$ cat config.mk
export PLATFORM = sky130hd
export DESIGN_NAME = clock_div_multi
export DESIGN_NICKNAME = d
export VERILOG_FILES = /design/src/rtl/clock_div_pkg.sv /design/src/rtl/clock_div_channel.sv /design/src/rtl/clock_div_multi.sv
export SDC_FILE = /design/constraint.sdc
export NUM_CORES = 2
export LEC_CHECK = 0
export BUFFER_PORTS_ARGS = -buffer_cell sky130_fd_sc_hd__buf_2
export CAP_MARGIN = 20
export CORE_MARGIN = 2
export CORE_UTILIZATION = 60
export CTS_CLUSTER_DIAMETER = 30
export DETAILED_ROUTE_END_ITERATION = 8
export GPL_TIMING_DRIVEN = 0
export PLACE_DENSITY_LB_ADDON = 0.2
export REMOVE_ABC_BUFFERS = 1
export SYNTH_ARGS = -nofsm -noshare
export SYNTH_HDL_FRONTEND = slang
export SYNTH_HIERARCHICAL = 1
export SYNTH_SLANG_ARGS = --single-unit
export TNS_END_PERCENT = 30
$ cat constraint.sdc
create_clock -name clk -period 7.9 [get_ports clk]
set_clock_uncertainty 0.15 [all_clocks]
set_input_delay 1.185 -clock clk [delete_from_list [all_inputs] [get_ports clk]]
set_output_delay 1.185 -clock clk [all_outputs]
set_load 0.01 [all_outputs]
$ cat src/rtl/clock_div_pkg.sv
`default_nettype none
// ============================================================================
//  Module      : clock_div_pkg
//  Description : Shared types, reset configuration and write-time clamp
//                helpers for the multi-channel clock divider.
//  Revision    : 1.0 - initial release
// ============================================================================
package clock_div_pkg;

    localparam int DIV_W_DEF = 16;

    // Configuration a channel holds after reset
    localparam int DIV_RST   = 2;
    localparam int HIGH_RST  = 1;
    localparam int PHASE_RST = 0;

    typedef enum logic [1:0] {
        ST_IDLE     = 2'd0,
        ST_RUN      = 2'd1,
        ST_STOPPING = 2'd2
    } ch_state_e;

    // The clamp helpers work on 32-bit values so they can serve any field
    // width up to 32; callers cast the result back to their own width.

    // A period shorter than two cycles cannot show both levels.
    function automatic logic [31:0] clamp_div(input logic [31:0] div);
        return (div < 32'd2) ? 32'd2 : div;
    endfunction

    // High time must leave at least one low cycle and one high cycle.
    function automatic logic [31:0] clamp_high(input logic [31:0] high,
                                               input logic [31:0] div_c);
        logic [31:0] h;
        h = (high < 32'd1) ? 32'd1 : high;
        if (h > div_c - 32'd1) begin
            h = div_c - 32'd1;
        end
        return h;
    endfunction

    // An out-of-range phase would never match the wrap point; fall back to 0.
    function automatic logic [31:0] clamp_phase(input logic [31:0] phase,
                                                input logic [31:0] div_c);
        return (phase < div_c) ? phase : 32'd0;
    endfunction

endpackage
`default_nettype wire

$ cat src/rtl/clock_div_channel.sv
`default_nettype none
// ============================================================================
//  Module      : clock_div_channel
//  Description : One divided-clock channel: period counter, active and
//                shadow configuration, start / glitch-free stop / sync FSM.
//  Revision    : 1.0 - initial release
//
//  Ports
//    clk_i      master clock            rst_ni     async active-low reset
//    we_i       config write (this ch)  div_i/high_i/phase_i  clamped config
//    en_i       run request             sync_i     common restart
//    clk_out_o  divided clock (flop)    tick_o     cnt==0 strobe (flop)
//    running_o  channel counting        pending_o  shadow awaiting wrap
// ============================================================================
module clock_div_channel
    import clock_div_pkg::*;
#(
    parameter int DIV_W = DIV_W_DEF
) (
    input  logic             clk_i,
    input  logic             rst_ni,
    input  logic             we_i,
    input  logic [DIV_W-1:0] div_i,
    input  logic [DIV_W-1:0] high_i,
    input  logic [DIV_W-1:0] phase_i,
    input  logic             en_i,
    input  logic             sync_i,
    output logic             clk_out_o,
    output logic             tick_o,
    output logic             running_o,
    output logic             pending_o
);

    ch_state_e        state_q, state_d;
    logic [DIV_W-1:0] cnt_q, cnt_d;
    logic [DIV_W-1:0] div_q, div_d, high_q, high_d, phase_q, phase_d;
    logic [DIV_W-1:0] sdiv_q, sdiv_d, shigh_q, shigh_d, sphase_q, sphase_d;
    logic             pend_q, pend_d;
    logic             clk_out_q, clk_out_d, tick_q, tick_d;

    // Configuration selected to be in force after this edge
    logic [DIV_W-1:0] w_sel_div, w_sel_high, w_sel_phase;
    logic [DIV_W-1:0] w_cnt_inc;
    logic             w_wrap;

    assign w_cnt_inc = cnt_q + 1'b1;
    assign w_wrap    = (cnt_q == div_q - 1'b1);

    always_comb begin
        state_d     = state_q;
        cnt_d       = cnt_q;
        div_d       = div_q;
        high_d      = high_q;
        phase_d     = phase_q;
        sdiv_d      = sdiv_q;
        shigh_d     = shigh_q;
        sphase_d    = sphase_q;
        pend_d      = pend_q;
        clk_out_d   = clk_out_q;
        tick_d      = tick_q;
        w_sel_div   = div_q;
        w_sel_high  = high_q;
        w_sel_phase = phase_q;

        case (state_q)
            ST_IDLE: begin
                // Idle writes go straight to the active set, so a write in
                // the same cycle as the start is used for that start.
                if (we_i) begin
                    w_sel_div   = div_i;
                    w_sel_high  = high_i;
                    w_sel_phase = phase_i;
                    sdiv_d      = div_i;
                    shigh_d     = high_i;
                    sphase_d    = phase_i;
                end
                div_d   = w_sel_div;
                high_d  = w_sel_high;
                phase_d = w_sel_phase;
                if (en_i) begin
                    state_d   = ST_RUN;
                    cnt_d     = w_sel_phase;
                    clk_out_d = (w_sel_phase < w_sel_high);
                    tick_d    = (w_sel_phase == '0);
                end
            end

            default: begin
                if (en_i && sync_i) begin
                    // A write coinciding with sync beats any older shadow.
                    if (we_i) begin
                        w_sel_div   = div_i;
                        w_sel_high  = high_i;
                        w_sel_phase = phase_i;
                    end else if (pend_q) begin
                        w_sel_div   = sdiv_q;
                        w_sel_high  = shigh_q;
                        w_sel_phase = sphase_q;
                    end
                    div_d     = w_sel_div;
                    high_d    = w_sel_high;
                    phase_d   = w_sel_phase;
                    pend_d    = 1'b0;
                    state_d   = ST_RUN;
                    cnt_d     = w_sel_phase;
                    clk_out_d = (w_sel_phase < w_sel_high);
                    tick_d    = (w_sel_phase == '0);
                end else if (w_wrap) begin
                    if (pend_q) begin
                        w_sel_div   = sdiv_q;
                        w_sel_high  = shigh_q;
                        w_sel_phase = sphase_q;
                    end
                    pend_d = 1'b0;
                    cnt_d  = '0;
                    if (en_i) begin
                        state_d   = ST_RUN;
                        clk_out_d = 1'b1;   // high time is never below 1
                        tick_d    = 1'b1;
                        if (we_i) begin
                            sdiv_d   = div_i;
                            shigh_d  = high_i;
                            sphase_d = phase_i;
                            pend_d   = 1'b1;
                        end
                    end else begin
                        // Period complete with no run request: go idle.
                        // A write landing here is treated as an idle write.
                        state_d   = ST_IDLE;
                        clk_out_d = 1'b0;
                        tick_d    = 1'b0;
                        if (we_i) begin
                            w_sel_div   = div_i;
                            w_sel_high  = high_i;
                            w_sel_phase = phase_i;
                            sdiv_d      = div_i;
                            shigh_d     = high_i;
                            sphase_d    = phase_i;
                        end
                    end
                    div_d   = w_sel_div;
                    high_d  = w_sel_high;
                    phase_d = w_sel_phase;
                end else begin
                    cnt_d     = w_cnt_inc;
                    clk_out_d = (w_cnt_inc < high_q);
                    tick_d    = 1'b0;
                    state_d   = en_i ? ST_RUN : ST_STOPPING;
                    if (we_i) begin
                        sdiv_d   = div_i;
                        shigh_d  = high_i;
                        sphase_d = phase_i;
                        pend_d   = 1'b1;
                    end
                end
            end
        endcase
    end

    always_ff @(posedge clk_i or negedge rst_ni) begin
        if (!rst_ni) begin
            state_q   <= ST_IDLE;
            cnt_q     <= '0;
            div_q     <= DIV_W'(DIV_RST);
            high_q    <= DIV_W'(HIGH_RST);
            phase_q   <= DIV_W'(PHASE_RST);
            sdiv_q    <= DIV_W'(DIV_RST);
            shigh_q   <= DIV_W'(HIGH_RST);
            sphase_q  <= DIV_W'(PHASE_RST);
            pend_q    <= 1'b0;
            clk_out_q <= 1'b0;
            tick_q    <= 1'b0;
        end else begin
            state_q   <= state_d;
            cnt_q     <= cnt_d;
            div_q     <= div_d;
            high_q    <= high_d;
            phase_q   <= phase_d;
            sdiv_q    <= sdiv_d;
            shigh_q   <= shigh_d;
            sphase_q  <= sphase_d;
            pend_q    <= pend_d;
            clk_out_q <= clk_out_d;
            tick_q    <= tick_d;
        end
    end

    assign clk_out_o = clk_out_q;
    assign tick_o    = tick_q;
    assign running_o = (state_q != ST_IDLE);
    assign pending_o = pend_q;

endmodule
`default_nettype wire

$ cat src/rtl/clock_div_multi.sv
`default_nettype none
// ============================================================================
//  Module      : clock_div_multi
//  Description : NUM_CH independent programmable clock/strobe generators
//                derived from one master clock, with a common sync restart.
//  Revision    : 1.0 - initial release
//
//  Ports
//    clk          master clock           reset        async active-low reset
//    cfg_we       config write strobe    cfg_ch       target channel
//    cfg_div      period (cycles)        cfg_high     high time (cycles)
//    cfg_phase    start counter value    ch_en        per-channel run request
//    sync         restart running chans  clk_out      divided clocks
//    tick         cnt==0 strobes         running      channel counting
//    cfg_pending  shadow config waiting for a period boundary
// ============================================================================
module clock_div_multi
    import clock_div_pkg::*;
#(
    parameter  int NUM_CH = 4,
    parameter  int DIV_W  = DIV_W_DEF,
    localparam int CH_W   = (NUM_CH > 1) ? $clog2(NUM_CH) : 1
) (
    input  logic              clk,
    input  logic              reset,
    input  logic              cfg_we,
    input  logic [CH_W-1:0]   cfg_ch,
    input  logic [DIV_W-1:0]  cfg_div,
    input  logic [DIV_W-1:0]  cfg_high,
    input  logic [DIV_W-1:0]  cfg_phase,
    input  logic [NUM_CH-1:0] ch_en,
    input  logic              sync,
    output logic [NUM_CH-1:0] clk_out,
    output logic [NUM_CH-1:0] tick,
    output logic [NUM_CH-1:0] running,
    output logic [NUM_CH-1:0] cfg_pending
);

    // Clamp once here; every channel sees the same broadcast values and
    // only the addressed one acts on them.
    logic [DIV_W-1:0] w_div_c, w_high_c, w_phase_c;

    assign w_div_c   = DIV_W'(clamp_div(32'(cfg_div)));
    assign w_high_c  = DIV_W'(clamp_high(32'(cfg_high), 32'(w_div_c)));
    assign w_phase_c = DIV_W'(clamp_phase(32'(cfg_phase), 32'(w_div_c)));

    for (genvar i = 0; i < NUM_CH; i++) begin : g_ch
        logic w_we;

        // Channel numbers at or above NUM_CH never match, so those
        // writes are dropped.
        assign w_we = cfg_we && (cfg_ch == CH_W'(i));

        clock_div_channel #(
            .DIV_W (DIV_W)
        ) u_ch (
            .clk_i     (clk),
            .rst_ni    (reset),
            .we_i      (w_we),
            .div_i     (w_div_c),
            .high_i    (w_high_c),
            .phase_i   (w_phase_c),
            .en_i      (ch_en[i]),
            .sync_i    (sync),
            .clk_out_o (clk_out[i]),
            .tick_o    (tick[i]),
            .running_o (running[i]),
            .pending_o (cfg_pending[i])
        );
    end

endmodule
`default_nettype wire

Word-level counts from Yosys, hierarchy flattened --
Index checks and enable logic that the tools add are counted.
Storage, ports and cells: register bits after elaboration 468, input port bits 58, output and inout bits 16, logic and storage cells 377
Operators by class: add/subtract/negate cells 9, magnitude comparators 16, equality and inequality tests 19, muxes and demuxes 244, bitwise logic cells 4, reductions and logical operators 41
Operators with widths (count):
- 2-to-1 mux 16 bit | 164
- < comparator 16 bit | 13
- zero test 16 bit | 8
- adder 16 x 1 -> 16 bit, second input constant | 4
- equality test 16 bit | 4
- subtractor 16 x 1 -> 16 bit, second input constant | 4
- 2-to-1 mux 1 bit | 60
- 2-to-1 mux 2 bit | 20
- greater-than comparator 16 x 32 -> 1 bit | 1
- nonzero test 3 bit | 8
- subtractor 16 x 1 -> 17 bit, second input constant | 1
- < comparator 16 x 1 -> 1 bit, second input constant | 1
- < comparator 16 x 2 -> 1 bit, second input constant | 1
- != test 2 bit, second input constant | 8
- AND reduction 2 bit | 8
- zero test 2 bit | 5
- logical AND 1 bit | 8
- != test 2 x 1 -> 1 bit, second input constant | 4
- nonzero test 2 bit | 4
- equality test 2 bit, second input constant | 2
- NOT 1 bit | 4
- equality test 2 x 1 -> 1 bit, second input constant | 1

Longest topological paths before layout --
word-level depth 11, mapped depth 26, depth with buffers taken out 23

Cells and area by module --
Netlist, hierarchy kept.
By module, submodules not included:
- clock_div_channel | instances 4, cells each 923, area each 8505.7 sq um, sequential area each 2932.8 sq um
- clock_div_multi | instances 1, cells each 248, area each 1740.4 sq um, sequential area each 0.0 sq um

Worst setup path after synthesis --
OpenSTA, ideal clock, no wires.
path type input port to flip-flop, start point input cfg_div[12], end point register g_ch[0].u_ch.clk_out_q, arrival 7.176 ns, data required time 7.612 ns, path slack 0.435 ns, stages on the path 24, cells stage by stage or4_4 > nor4_4 > nand2_1 > o21ai_1 > ha_1 > clkbuf_1 > nand3_1 > or4_2 > xnor2_1 > ha_1 > a21oi_1 > o21ai_0 > or3_1 > o31ai_4 > buf_6 > mux2i_1 > mux2i_1 > ha_1 > nand4_1 > nor3_1 > nor4_1 > o211ai_1 > o22ai_1 > or4_1
On the way: cells in the longest elaborated chain, start to end 11, elaborated cells between the ends (all ways) 22
Ends and longest elaborated chain:
- start, declared | RTL line clock_div_multi.sv:28 | input logic [DIV_W-1:0] cfg_div,
- < comparator 16 x 2 -> 1 bit | RTL line clock_div_pkg.sv:28 | return (div < 32'd2) ? 32'd2 : div;
- 2-to-1 mux 16 bit (*) | RTL line clock_div_pkg.sv:28
- subtractor 16 x 1 -> 17 bit (*) | RTL line clock_div_pkg.sv:37 | h = div_c - 32'd1;
- greater-than comparator 16 x 32 -> 1 bit | RTL line clock_div_pkg.sv:36 | if (h > div_c - 32'd1) begin
- 2-to-1 mux 16 bit (*) | RTL line clock_div_pkg.sv:36
- named net w_high_c[13] | RTL line clock_div_multi.sv:41 | logic [DIV_W-1:0] w_div_c, w_high_c, w_phase_c;
- 2-to-1 mux 16 bit | RTL line clock_div_channel.sv:91 | if (we_i) begin
- 2-to-1 mux 16 bit | RTL line clock_div_channel.sv:89 | if (en_i && sync_i) begin
- 2-to-1 mux 16 bit | RTL line clock_div_channel.sv:65 | case (state_q)
- < comparator 16 bit | RTL line clock_div_channel.sv:106 | clk_out_d = (w_sel_phase < w_sel_high);
- 2-to-1 mux 1 bit | RTL line clock_div_channel.sv:89
- 2-to-1 mux 1 bit (*) | RTL line clock_div_channel.sv:65
- end signal, assigned | RTL line clock_div_channel.sv:183 | clk_out_q <= clk_out_d;
- end, declared | RTL line clock_div_channel.sv:39 | logic clk_out_q, clk_out_d, tick_q, tick_d;
The timed path passes the listed nets; every way through them passes the cells marked *. The select of a mux whose other input is x is not followed. A chain may end at the register's enable or synchronous reset.

Final worst setup path --
start point input cfg_div[12], end point register g_ch[1].u_ch.clk_out_q
On the way: cells in the longest elaborated chain, start to end 11, elaborated cells between the ends (all ways) 22
Ends and longest elaborated chain (RTL line):
- < comparator 16 x 2 -> 1 bit | clock_div_pkg.sv:28
- 2-to-1 mux 16 bit (*) | clock_div_pkg.sv:28
- subtractor 16 x 1 -> 17 bit (*) | clock_div_pkg.sv:37
- greater-than comparator 16 x 32 -> 1 bit | clock_div_pkg.sv:36
- 2-to-1 mux 16 bit (*) | clock_div_pkg.sv:36
- named net w_high_c[9] | clock_div_multi.sv:41
- 2-to-1 mux 16 bit | clock_div_channel.sv:91
- 2-to-1 mux 16 bit | clock_div_channel.sv:89
- 2-to-1 mux 16 bit | clock_div_channel.sv:65
- < comparator 16 bit | clock_div_channel.sv:106
- 2-to-1 mux 1 bit | clock_div_channel.sv:89
- 2-to-1 mux 1 bit (*) | clock_div_channel.sv:65
- end signal, assigned | clock_div_channel.sv:183
- end, declared | clock_div_channel.sv:39
Marks and branches as above.

==> flow_summary.yaml <==
floorplanning:
  rows: 89
  core_mm2: 0.05902
  start_util_pct: 60.60
  chipWidth_um: 248.1
  die_h_um: 248.1
  ios: 74
  dieArea_mm2: 0.06157
critical_path:
  slowest_delay_ns: 0.65
  crit_start: "cfg_div[12]"
  path_buf_inv: 5
  crit_path_end_kind: "flop"
  cp_data_required_time_ns: 8.33
  crit_path_frequent_cell: "a21oi_1"
  path_max_fanout: 16
  cp.arrival_ns: 8.16
  critPathKind: "in -> reg"
  slowest_stage: "or4_4"
  r2r-start: "g_ch[0].u_ch/div_q[2]"
  critical-path-top-delay-family: "simple AND/OR/NAND/NOR gates"
  crit_path_start_kind: "primary input"
synth:
  ys_seq_area_share_pct: 32.80
  ys_ff_latch: 468
  ys_types: 80
  yosys_warnings: 6
  synthCells: 3940
  yosys-top-cells-area: "dfrtp_1 (32%), mux2i_1 (11%), ha_1 (7.7%), mux2_2 (6.0%), o21ai_0 (4.3%)"
  postSynth.asyncResetShare_pct: 100.0
  synth.top_cell.area_share_pct: 31.63
  synth_area_mm2: 0.03576
  synth_top_area_cell: "dfrtp_1"
  synth-edff-count: 0
  synthFlopType: "dfrtp_1"
  syn_avg_cell_area_um2: 9.077
sta:
  fin_crit_ns: 7.728
  fin_ws_ns: 0.1719
  max_freq_ghz: 0.1294
  final_hold_viol_count: 0
  slew_viol_final: 0
  tightest_slew_ns: 1.189
  fin_setup_tns_ns: 0
  relSlewSlack_pct: 20.73
  setup_viol: 0
  period_share_pct: 97.82
global_route:
  grt_max_degree: 121
  grt_pass1_wl_mm: 175.1
  antenna_found_initial: 3
  grt_pass1_vias: 30510
  grt.total_usage_pct: 36.60
  overflow: 0
cts:
  cts.reportedPaths.clkPinSlew_ns: 0.05
  worstSkewPairLatency_ns: 0.66
  cts_sinks: 468
  cts_buffer_depth: 3
  cts_root_buf: "clkbuf_16"
  cts_tree: "done"
  cts_buffers: 116
  htreeDepth: 3
detailed_routing:
  drt-vias-per-instance: 6.655
  wl_per_cell_um: 23.84
  wirelength_mm: 114.5
  drc: 0
  drt_iter0_drc: 3232
  ant_nets: 0
  drt_pass1_iterations: 5
  dr_total_vias: 31960
placed_design:
  io_buffers: 73
  gp_congestion: 0.9488
  dp_hpwl_mm: 75.62
  place_area_mm2: 0.03725
  dp_cells: 4552
  place_ws_ns: -1.050
finish:
  fill_cells: 4496
  final_area_mm2: 0.04181
  syn_to_final_growth_pct: 16.91
  final_nets: 4204
  drive_gt1_share_pct: 16.59
  final_core_util_pct: 70.84
  final-instance-count-excl-fill: 4802
flow_run:
  cap_viol_max_count: 0
power:
  p_per_area_mw_per_mm2: 315.4
  p_leak_nw: 18.08
  vdd_drop_max_mv: 0.2296
hold_path:
  hold_class: "in -> async"
run_status:
  outcome: "completed"
-- layout by cell type (no fill, tap or decap), types with 96 or more instances in the layout --
cell type and n:
dfrtp_1 448, nand2_1 375, mux2i_1 372, o21ai_0 307
ha_1 219, inv_1 198, mux2_2 192, a21oi_1 154
nand3_1 138, nor2_1 135, clkbuf_16 121, xnor2_1 99
nand3b_1 96
-- what timing repair did --
item / 4_1_cts / 5_1_grt
hold buffers: 0 / 0
setup endpoints to repair: 4 / 4
setup buffers: 21 / 6
gates resized for setup: 2 / 13
pin swaps: 0 / 2
-- cells by family after synthesis --
kind of cell | count (synthesis) | share of synthesized area, %
adder cells (fa/ha/maj) | 220 | 7.697
flip-flops | 468 | 32.80
AO/OA/AOI/OAI | 989 | 18.64
multiplexers | 580 | 16.91
buffers and inverters | 498 | 5.598
XOR/XNOR | 140 | 3.429
AND/OR/NAND/NOR | 1045 | 14.92
-- flip-flops by register name (all words and copies together), names as in the netlist --
name	count
g_ch.u_ch/sdiv_q	64
g_ch.u_ch/shigh_q	64
g_ch.u_ch/tick_o	4
g_ch.u_ch/cnt_q	64
g_ch.u_ch/phase_q	64
g_ch.u_ch/pending_o	4
g_ch.u_ch/clk_out_o	4
g_ch.u_ch/div_q	64
g_ch.u_ch/high_q	64
g_ch.u_ch/sphase_q	64
g_ch.u_ch/state_q	8
-- power breakdown --
group	switching (mW)	internal [mW]
Clock	1.51	3.51
Combinational	2.52	1.92
Sequential	0.664	3.06
-- metal layers --
layer | share of wire [%] | vias up | track usage (%)
li1 | - | 14510 | -
met1 | 40 | 15490 | 47.78
met2 | 43 | 1559 | 55.10
met3 | 9.0 | 401 | 7.875
met4 | 7.3 | 0 | 23.60
met5 | 0 | - | 0
-- worst reg2reg max path, cell delays in order (launching register included) --
cell and delay [ns]:
dfrtp_1 0.45, nor3_1 0.86, a22oi_1 0.28, o22ai_1 0.26, nand4_1 0.19, nand4bb_1 0.39, o21ai_4 0.85, a22o_1 0.69
a2bb2oi_1 0.23
-- worst paths after layout --
kind	endpoint	slack [ns]	cells past startpoint
max reg2reg	g_ch[0].u_ch/div_q[6]	3.46	8
min	g_ch[3].u_ch/shigh_q[10]	0.32	1
min in group clk	g_ch[2].u_ch/sdiv_q[14]	0.34	1
max in group asynchronous	g_ch[2].u_ch/pending_o	5.78	3
max	g_ch[1].u_ch/clk_out_o	0.17	27
min reg2reg	g_ch[2].u_ch/sdiv_q[14]	0.34	1
-- Yosys cell counts (10+ instances only) --
master,instances
and3_1,22
dfstp_2,16
nor3_1,39
nand3_1,138
or4_1,16
nand4_1,50
a21oi_1,157
xor2_1,40
a2bb2oi_1,72
o21ai_0,307
a22oi_1,44
dfrtp_1,452
a211oi_1,23
mux2_2,192
xnor2_1,100
buf_6,10
nand3b_1,96
nand2_1,383
nor4_1,54
inv_1,200
a221o_1,24
o22ai_1,40
ha_1,220
a32o_1,12
a21oi_2,10
buf_2,24
o32a_1,12
buf_1,41
a2111oi_0,12
nor2b_1,17
a21o_1,42
a31oi_1,12
o21a_1,76
clkbuf_1,219
o22a_1,24
and2_1,13
nor3b_1,21
nor2_1,145
o211ai_1,42
mux2i_1,388
a41oi_1,10
-- cell type report --
type / count / area, um^2 / area share [%]
diodes: 2 / 5.005 / 0.01197
clock buffers: 159 / 3371 / 8.062
clock inverters: 60 / 800.8 / 1.915
inverters: 201 / 754.5 / 1.804
multi-input cells: 2974 / 22350 / 53.45
flip-flops and latches: 468 / 11750 / 28.09
well taps: 773 / 967.2 / 2.313
repair buffers: 165 / 1817 / 4.345
-- metrics by stage --
stage          hold WS, ns  power [mW]
3_5_place_dp        0.3338       7.967
6_report            0.3249       13.19
3_3_place_gp        0.3276       7.770
5_1_grt             0.3497       13.89
2_1_floorplan       0.3200       6.647
4_1_cts             0.3275       13.10
No activity file was read; power rests on OpenSTA's default activity.
